`src/rtl/task_graph_streamer.sv`:
```
// task_graph_streamer: holds one NUM_V x NUM_V task-graph adjacency matrix and
// replays it row-major, cell by cell, NUM_APPS times toward task_mapper.
// Optional build macro: SKIP_ZERO_EN -- zero-weight cells take a single
// invalid cycle instead of being emitted with the full hold/handshake.
//
// state | meaning
// IDLE  | waiting for start; matrix writable
// EMIT  | current cell on the outputs, held HOLD_CYC+ cycles until map_ready
// SKIP  | zero cell passed over in one cycle (SKIP_ZERO_EN builds only)
// END   | app_end pulse, app_cnt increments
// GAP   | one idle cycle; restart next application or finish with done
module task_graph_streamer #(
    parameter int NUM_V    = 4,
    parameter int W        = 32,
    parameter int HOLD_CYC = 2,
    parameter int AW       = $clog2(NUM_V),
    parameter int CW       = 8
) (
    input  logic          clk,
    input  logic          rst,
    input  logic          wr_en,
    input  logic [AW-1:0] wr_row,
    input  logic [AW-1:0] wr_col,
    input  logic [W-1:0]  wr_data,
    input  logic [CW-1:0] num_apps,
    input  logic          start,
    input  logic          map_ready,
    output logic          task_valid,
    output logic [W-1:0]  task_array,
    output logic [AW-1:0] row,
    output logic [AW-1:0] col,
    output logic          root_task,
    output logic          app_end,
    output logic          busy,
    output logic [CW-1:0] app_cnt,
    output logic          done
);

    localparam int NCELL = NUM_V * NUM_V;
    localparam int IW    = (NCELL > 1) ? $clog2(NCELL) : 1;
    localparam int HW    = (HOLD_CYC > 1) ? $clog2(HOLD_CYC) : 1;
    localparam logic [HW-1:0] HOLD_MAX = HW'(HOLD_CYC - 1);
    localparam logic [AW-1:0] IDX_MAX  = AW'(NUM_V - 1);

`ifdef SKIP_ZERO_EN
    typedef enum logic [2:0] {S_IDLE, S_EMIT, S_SKIP, S_END, S_GAP} state_t;
`else
    typedef enum logic [2:0] {S_IDLE, S_EMIT, S_END, S_GAP} state_t;
`endif

    state_t          state_q, state_d;
    logic [AW-1:0]   row_q, row_d, col_q, col_d;
    logic [HW-1:0]   hold_q, hold_d;
    logic            seen_q, seen_d;
    logic [CW-1:0]   cnt_q, cnt_d;
    logic [CW-1:0]   lat_q, lat_d;
    logic            zdone_q, zdone_d;

    logic [W-1:0]    mem [NCELL];
    logic [IW-1:0]   wr_idx, cur_idx;
    logic [W-1:0]    cur_w;

    logic            col_wrap, last_cell, adv;
    logic [AW-1:0]   nxt_row, nxt_col;
    state_t          nxt_cell_st, first_cell_st;

    assign wr_idx  = IW'(wr_row) * IW'(NUM_V) + IW'(wr_col);
    assign cur_idx = IW'(row_q) * IW'(NUM_V) + IW'(col_q);
    assign cur_w   = mem[cur_idx];

    // Matrix storage: writable only while idle, cleared by reset.
    always_ff @(posedge clk or posedge rst) begin
        if (rst) begin
            for (int i = 0; i < NCELL; i++) mem[i] <= '0;
        end else if (wr_en && state_q == S_IDLE) begin
            mem[wr_idx] <= wr_data;
        end
    end

    // Row-major successor of the current cell and the state it should enter.
    always_comb begin
        col_wrap  = (col_q == IDX_MAX);
        last_cell = col_wrap && (row_q == IDX_MAX);
        nxt_col   = col_wrap ? '0 : col_q + 1'b1;
        nxt_row   = col_wrap ? row_q + 1'b1 : row_q;
`ifdef SKIP_ZERO_EN
        nxt_cell_st   = (mem[IW'(nxt_row) * IW'(NUM_V) + IW'(nxt_col)] == '0) ? S_SKIP : S_EMIT;
        first_cell_st = (mem[0] == '0) ? S_SKIP : S_EMIT;
`else
        nxt_cell_st   = S_EMIT;
        first_cell_st = S_EMIT;
`endif
    end

    // State register and datapath registers.
    always_ff @(posedge clk or posedge rst) begin
        if (rst) begin
            state_q <= S_IDLE;
            row_q   <= '0;
            col_q   <= '0;
            hold_q  <= '0;
            seen_q  <= 1'b0;
            cnt_q   <= '0;
            lat_q   <= '0;
            zdone_q <= 1'b0;
        end else begin
            state_q <= state_d;
            row_q   <= row_d;
            col_q   <= col_d;
            hold_q  <= hold_d;
            seen_q  <= seen_d;
            cnt_q   <= cnt_d;
            lat_q   <= lat_d;
            zdone_q <= zdone_d;
        end
    end

    // Next-state logic: hold/handshake, cell advance, application sequencing.
    always_comb begin
        state_d = state_q;
        row_d   = row_q;
        col_d   = col_q;
        hold_d  = hold_q;
        seen_d  = seen_q;
        cnt_d   = cnt_q;
        lat_d   = lat_q;
        zdone_d = 1'b0;
        adv     = 1'b0;
        case (state_q)
            S_IDLE: begin
                if (start) begin
                    if (num_apps != '0) begin
                        lat_d   = num_apps;
                        cnt_d   = '0;
                        seen_d  = 1'b0;
                        row_d   = '0;
                        col_d   = '0;
                        hold_d  = '0;
                        state_d = first_cell_st;
                    end else begin
                        zdone_d = 1'b1;
                    end
                end
            end
            S_EMIT: begin
                if (hold_q != HOLD_MAX) begin
                    hold_d = hold_q + 1'b1;
                end else if (map_ready) begin
                    if (cur_w != '0) seen_d = 1'b1;
                    adv = 1'b1;
                end
            end
`ifdef SKIP_ZERO_EN
            S_SKIP: adv = 1'b1;
`endif
            S_END: begin
                cnt_d   = cnt_q + 1'b1;
                state_d = S_GAP;
            end
            S_GAP: begin
                if (cnt_q < lat_q) begin
                    seen_d  = 1'b0;
                    row_d   = '0;
                    col_d   = '0;
                    hold_d  = '0;
                    state_d = first_cell_st;
                end else begin
                    state_d = S_IDLE;
                end
            end
            default: state_d = S_IDLE;
        endcase
        if (adv) begin
            hold_d = '0;
            if (last_cell) begin
                row_d   = '0;
                col_d   = '0;
                state_d = S_END;
            end else begin
                row_d   = nxt_row;
                col_d   = nxt_col;
                state_d = nxt_cell_st;
            end
        end
    end

    // Outputs decoded from registered state; task_array is zeroed when not valid.
    assign task_valid = (state_q == S_EMIT);
    assign task_array = task_valid ? cur_w : '0;
    assign row        = row_q;
    assign col        = col_q;
    assign root_task  = task_valid && (cur_w != '0) && !seen_q;
    assign app_end    = (state_q == S_END);
    assign busy       = (state_q != S_IDLE);
    assign app_cnt    = cnt_q;
    assign done       = zdone_q || ((state_q == S_GAP) && !(cnt_q < lat_q));

endmodule

```
`config.mk`:
```
export PLATFORM = sky130hd
export DESIGN_NAME = task_graph_streamer
export DESIGN_NICKNAME = d
export VERILOG_FILES = /design/src/rtl/task_graph_streamer.sv
export SDC_FILE = /design/constraint.sdc
export NUM_CORES = 1
export LEC_CHECK = 0
export ABC_CLOCK_PERIOD_IN_PS = 48900
export BUFFER_PORTS_ARGS = -buffer_cell sky130_fd_sc_hd__buf_2
export CAP_MARGIN = 20
export CORE_MARGIN = 5
export CORE_UTILIZATION = 47
export DETAILED_ROUTE_END_ITERATION = 8
export SLEW_MARGIN = 20
export SYNTH_ARGS = -nofsm -noshare
export SYNTH_HDL_FRONTEND = slang
export SYNTH_SLANG_ARGS = --single-unit
```
`constraint.sdc`:
```
create_clock -name clk -period 48.9 [get_ports clk]
set_input_delay 9.78 -clock clk [delete_from_list [all_inputs] [get_ports clk]]
set_output_delay 9.78 -clock clk [all_outputs]
set_load 0.02 [all_outputs]
```
; After elaboration in Yosys (flattened, before gate mapping)
; Cells that the tools add are included.
[word_totals]
latchBits = 0
rom_bits = 0
mem_count = 0
ramBits = 0
out_inout_bits = 49
reg_bits = 538
[op_classes]
div = 0
shifts = 0
n_mux = 42
mul = 0
eq_ne = 16
add_sub_neg = 6
bitwise = 2
n_reduce_logical = 24
n_lt_le_gt_ge = 4
[ops]
columns = operator, count
row1 = $bwmux 512, 1
row2 = $bmux 32 s4, 1
row3 = $demux 32 s4, 1
row4 = $mux 32, 4
row5 = $reduce_bool 32->1, 1
row6 = $mux 2, 10
row7 = $mux 8, 2
row8 = $pmux 8 s2, 1
row9 = $mux 1, 15
row10 = $pmux 3 s4, 1
row11 = $ge 5x5->1 const B, 2
row12 = $not 4->5, 2
row13 = $mux 3, 3
row14 = $ne 3x3->1 const B, 3
row15 = $reduce_and 3->1, 3
row16 = $reduce_bool 3->1, 3
row17 = $add 4x2->4, 2
row18 = $add 8x1->8 const B, 1
row19 = $lt 8x8->1, 1
row20 = $ne 2x1->1 const B, 4
row21 = $reduce_and 4->1, 2
row22 = $reduce_bool 8->1, 1
row23 = $reduce_and 7->1, 1
row24 = $eq 3x2->1 const B, 2
row25 = 16 further kinds, 27

; Depth between registers and ports, before layout
[depth]
ltp_word = 10
depth_mapped = 10
depth_no_buf = 8

; Worst setup path after synthesis
; Ideal clock, no wire load.
[synth_path]
path_type = flip-flop to output port
from = reg col_q[1] (netlist: col[1])
to = out root_task
n_path_buf = 2
setup_slack_ns = 36.720
path_stages_with_launch = 10
arrival_ns = 2.400
path_cell_list = dfrtp_1 -> buf_2 -> clkbuf_1 -> mux4_2 -> a22oi_1 -> nand2_1 -> nor4_1 -> nand4_1 -> nor2_1 -> nor3_1
[synth_via]
elab_chain_cells = 8
[synth_rtl]
columns = item, line_no
row1 = start: declaration, 52  ; logic [AW-1:0] row_q, row_d, col_q, col_d;
row2 = start signal: assignment, 109  ; col_q <= col_d;
row3 = $add 4x2->4, 68  ; assign cur_idx = IW'(row_q) * IW'(NUM_V) + IW'(col_q);
row4 = $not 4->5 (implied by the code), 69  ; assign cur_w = mem[cur_idx];
row5 = $bmux 32 s4, 69
row6 = $mux 32 (implied by the code) (2 in a row), 69
row7 = $reduce_bool 32->1, 192  ; assign root_task = task_valid && (cur_w != '0) && !seen_q;
row8 = $logic_and 1x1->1 (2 in a row), 192
row9 = end: declaration, 32  ; output logic root_task,
; Every way passes these cells. The select of a mux whose other input is x is not followed.

; Final worst setup path
; Ends and elaborated chain as after synthesis.

==> summary.txt <==
Routing
  – Via count: 14200
  – Initial DRT Pass Iterations: 5
  – Drt first-iter violations: a little under 1000
  – Post-route DRC: 0
  – WL final: 62300 um
  – Routed Antenna Nets: 0
  – DR WL/cell: 26.2 um
  – Via/cell ratio: about 5.9

Synthesis
  – Synthesized net count: roughly 1700
  – FFs w/ async S/R, synth: between 90% and 100%
  – Synth Warn #: 0
  – Syn Inst Count: between 1500 and 2000
  – Mapped Area: 0.0243 sq mm
  – Seq cells post-synth: 537
  – Post-synthesis sequential area ratio: a little under three fifths
  – Distinct cells, synth: 39
  – Ys flop type: dfrtp_1
  – Post-synth EDFFs: 0
  – Syn avg cell area: 15.3 sq um

Clock network
  – CTS Buf Count: between 50 and 60
  – Clock sinks: between 500 and 600
  – CTS Hold Bufs: 0
  – Clock latency on the worst-skew pair: between 0.6 and 0.7 ns
  – Longest Clk Path Bufs: 3
  – Clock slew at reported path FFs: approximately 0.070 ns
  – CTS tree: yes
  – Max H-tree Level: 2
  – Setup Buffers After CTS: 0
  – Post-CTS sizing: 0
  – Clock Tree Root: clkbuf_16

Power
  – Combinational power share: 10.8%
  – Net Sw Power: approximately 0.00026 W
  – Cell area power density: approximately 37 mW/mm^2
  – Clock share of power: between 40% and 50%
  – Internal power: 0.000767 W
  – Cell leakage power: between 10 and 15 nW
  – Peak supply drop: 0.0274 mV
  – Switching share of power: 25.4%
  – Sequential Power Share: approximately 45%

Worst setup path
  – Cell breakdown of the critical path: buf_4 -> mux4_2 -> a22oi_1 -> nand2_1 -> nor4_1 -> nand4_1 -> nor2_1 -> nor3_1 -> buf_2
  – Critical Path Fanout Max: 54
  – Worst path slowest cell: dfrtp_4
  – Crit Path Category: reg -> out
  – Worst r2r src: col[1]
  – CP startpoint: col[1]
  – CP required: between 30 and 40 ns
  – CP endpoint kind: primary output
  – CP max stage delay: a little under 0.9 ns
  – Crit path DAT: roughly 4.7 ns
  – Crit path launch type: flop

Placed design
  – Placed Area: about 0.025 sq mm
  – RD Place Congestion: around 0.77
  – HPWL after DPL: roughly 35000 um
  – Port bufs: 97

Flow run
  – Max-Cap Viols: 0

Timing
  – Least-Margin Pin Slew: between 0.9 and 1 ns
  – Clock Skews: approximately 0.019 ns
  – Slew Limit Fails: 0
  – Fmax: between 60 and 70 MHz
  – Final setup viols: 0
  – Tmin final: about 14 ns
  – RSZ-0062 raised after global routing: false
  – Tcrit/Tclk final: roughly 30%
  – Final hold vios: 0
  – Setup TNS: 0 ns
  – Rel. slew slack: 37.9%

Global route
  – Met1 Usage GRT: about a third
  – Vias in the first global route: 15100
  – Gr busiest metal: met2
  – Tot GR Track Use: about 22%
  – GR met3 Demand/Resource: about 4.4%
  – Grt ovf: 0
  – First-pass GRT wire length: ~97000 um
  – Initial antenna violation count: 9
  – Largest net degree at the start of global routing: 121
  – Met2 Track Usage GR: about 36%

Finish
  – Nets: roughly 1700
  – Design area: roughly 0.027 sq mm
  – Share of layout cells above drive strength 1: 52.3%
  – Synthesis-to-layout area growth: 13.1%

Floorplan
  – Top Ports: 98
  – Core box area: approximately 0.051 sq mm
  – Initial core utilization: ~47%
  – Row count: 83
  – Die height: 237 um
  – Die X-Extent: 237 um
  – Total die area: approximately 0.056 sq mm

Run status
  – Status: finished, final reports clean

Hold path
  – Hold Crit Class: reg -> reg
  – Hold Path Origin: hold_q
## registers in the layout, summed over array words and instances (netlist names)
name	count
mem	512
hold_q	1
app_cnt	8
row	2
seen_q	1
col	2
state_q	2
lat_q	8
zdone_q	1
## stage by stage
stage               std cells  utilization (%)  setup slack [ns]  hold slack (ns)  total power, W
floorplan                1591                -             24.11            0.453        0.000550
global placement         2268             49.6             34.97            0.470        0.000585
detailed placement       2268             49.6             34.95            0.482        0.000586
CTS                      2376             53.5             34.29            0.499         0.00104
global route             2376             53.5             34.12            0.507         0.00106
finish                   2379             53.6             34.45            0.497         0.00103
## final cells by class
class / count / area [sq um]
Timing Repair Buffer: 129 / 742
Clock buffer: 94 / 1820
Clock inverter: 14 / 175
Antenna cell: 3 / 7.51
Multi-Input combinational cell: 909 / 10400
Inverter: 13 / 56.3
Fill cell: 4250 / 23800
Sequential cell: 537 / 13400
Tap cell: 680 / 851
## critical path, delay by kind of cell (launching register included)
family	cells	cell delay (ns)
compound gates	1	0.20
flops	1	0.87
buf+inv	2	1.02
simple gates	5	1.32
mux	1	0.59
## metal layers
| metal | vias to the layer above | wire length, um | share of wire [%] |
|---|---|---|---|
| li1 | 6075 | - | - |
| met1 | 7672 | 28300 | 45 |
| met2 | 315 | 29400 | 47 |
| met3 | 82 | 3300 | 5.3 |
| met4 | 6 | 1190 | 1.9 |
| met5 | - | 47 | 0.075 |
## cells by family after synthesis
group | share of synthesized area, %
and+or+nand+nor | 2.33
adders and majority gates | 0.515
muxes | 35.7
xor gates and xnor gates | 0.216
buffers and inverters | 2.42
DFF | 55.3
AOI/OAI and AO/OA | 3.51
## power groups by stage
stage / Combinational, W / Clock (W) / Sequential, W
after CTS: 0.000114 / 0.000462 / 0.000464
after global routing: 0.000120 / 0.000480 / 0.000465
after global placement: 0.000113 / 0 / 0.000472
after floorplan: 0.0000880 / 0 / 0.000462
after detailed placement: 0.000113 / 0 / 0.000472
final: 0.000111 / 0.000453 / 0.000464
## worst paths after layout
kind	to	slack [ns]	cells past startpoint
worst max register to register	seen_q	44.86	8
max in group asynchronous	mem[108]	37.27	4
min in group asynchronous	mem[217]	9.35	2
worst min-delay path	hold_q	0.50	2
worst min register to register	hold_q	0.50	2
worst max-delay path	root_task	34.45	9
## cells in the final DEF, fill, tap and decap left out, types with 2 or more instances in the layout
master | netlist | routed
xor2_1 | 6 | 6
nand2b_1 | 6 | 5
diode_2 | 0 | 3
a211oi_1 | 2 | 2
o21ai_0 | 11 | 11
nand2_1 | 57 | 51
bufinv_16 | 0 | 4
nand4_1 | 6 | 6
and3_1 | 2 | 2
clkbuf_16 | 0 | 61
clkinv_2 | 0 | 8
dfrtp_4 | 0 | 2
nand2_2 | 0 | 6
a22oi_1 | 65 | 65
a21o_1 | 3 | 3
buf_2 | 29 | 97
mux2_2 | 512 | 512
o21a_1 | 2 | 2
mux4_2 | 128 | 128
clkbuf_1 | 73 | 16
dfrtp_1 | 537 | 535
nand3_2 | 0 | 2
a32o_1 | 3 | 3
or3_1 | 2 | 2
clkinvlp_4 | 0 | 2
nor2b_4 | 0 | 2
nor2_1 | 25 | 18
buf_4 | 2 | 30
a21oi_1 | 37 | 37
nor4_1 | 10 | 10
inv_1 | 13 | 12
nor2b_1 | 6 | 4
clkbuf_8 | 0 | 17
ha_1 | 10 | 10
nor2_4 | 0 | 7
## synthesized netlist by cell type (2+ instances only)
| cell type | number | share of area [%] |
|---|---|---|
| dfrtp_1 | 537 | 55 |
| mux2_2 | 512 | 24 |
| mux4_2 | 128 | 12 |
| clkbuf_1 | 73 | 1.1 |
| a22oi_1 | 65 | 2.0 |
| nand2_1 | 57 | 0.88 |
| a21oi_1 | 37 | 0.76 |
| buf_2 | 29 | 0.60 |
| buf_1 | 28 | 0.43 |
| nor2_1 | 25 | 0.39 |
| inv_1 | 13 | 0.20 |
| o21ai_0 | 11 | 0.23 |
| ha_1 | 10 | 0.52 |
| nor4_1 | 10 | 0.26 |
| nand2b_1 | 6 | 0.15 |
| nand4_1 | 6 | 0.15 |
| nor2b_1 | 6 | 0.15 |
| xor2_1 | 6 | 0.22 |
| a21o_1 | 3 | 0.093 |
| a32o_1 | 3 | 0.12 |
| a211oi_1 | 2 | 0.062 |
| and3_1 | 2 | 0.051 |
| buf_4 | 2 | 0.062 |
| nand3_1 | 2 | 0.041 |
| nor3_1 | 2 | 0.041 |
| o21a_1 | 2 | 0.062 |
| or3_1 | 2 | 0.051 |
Power figures use the tool's default switching activity.
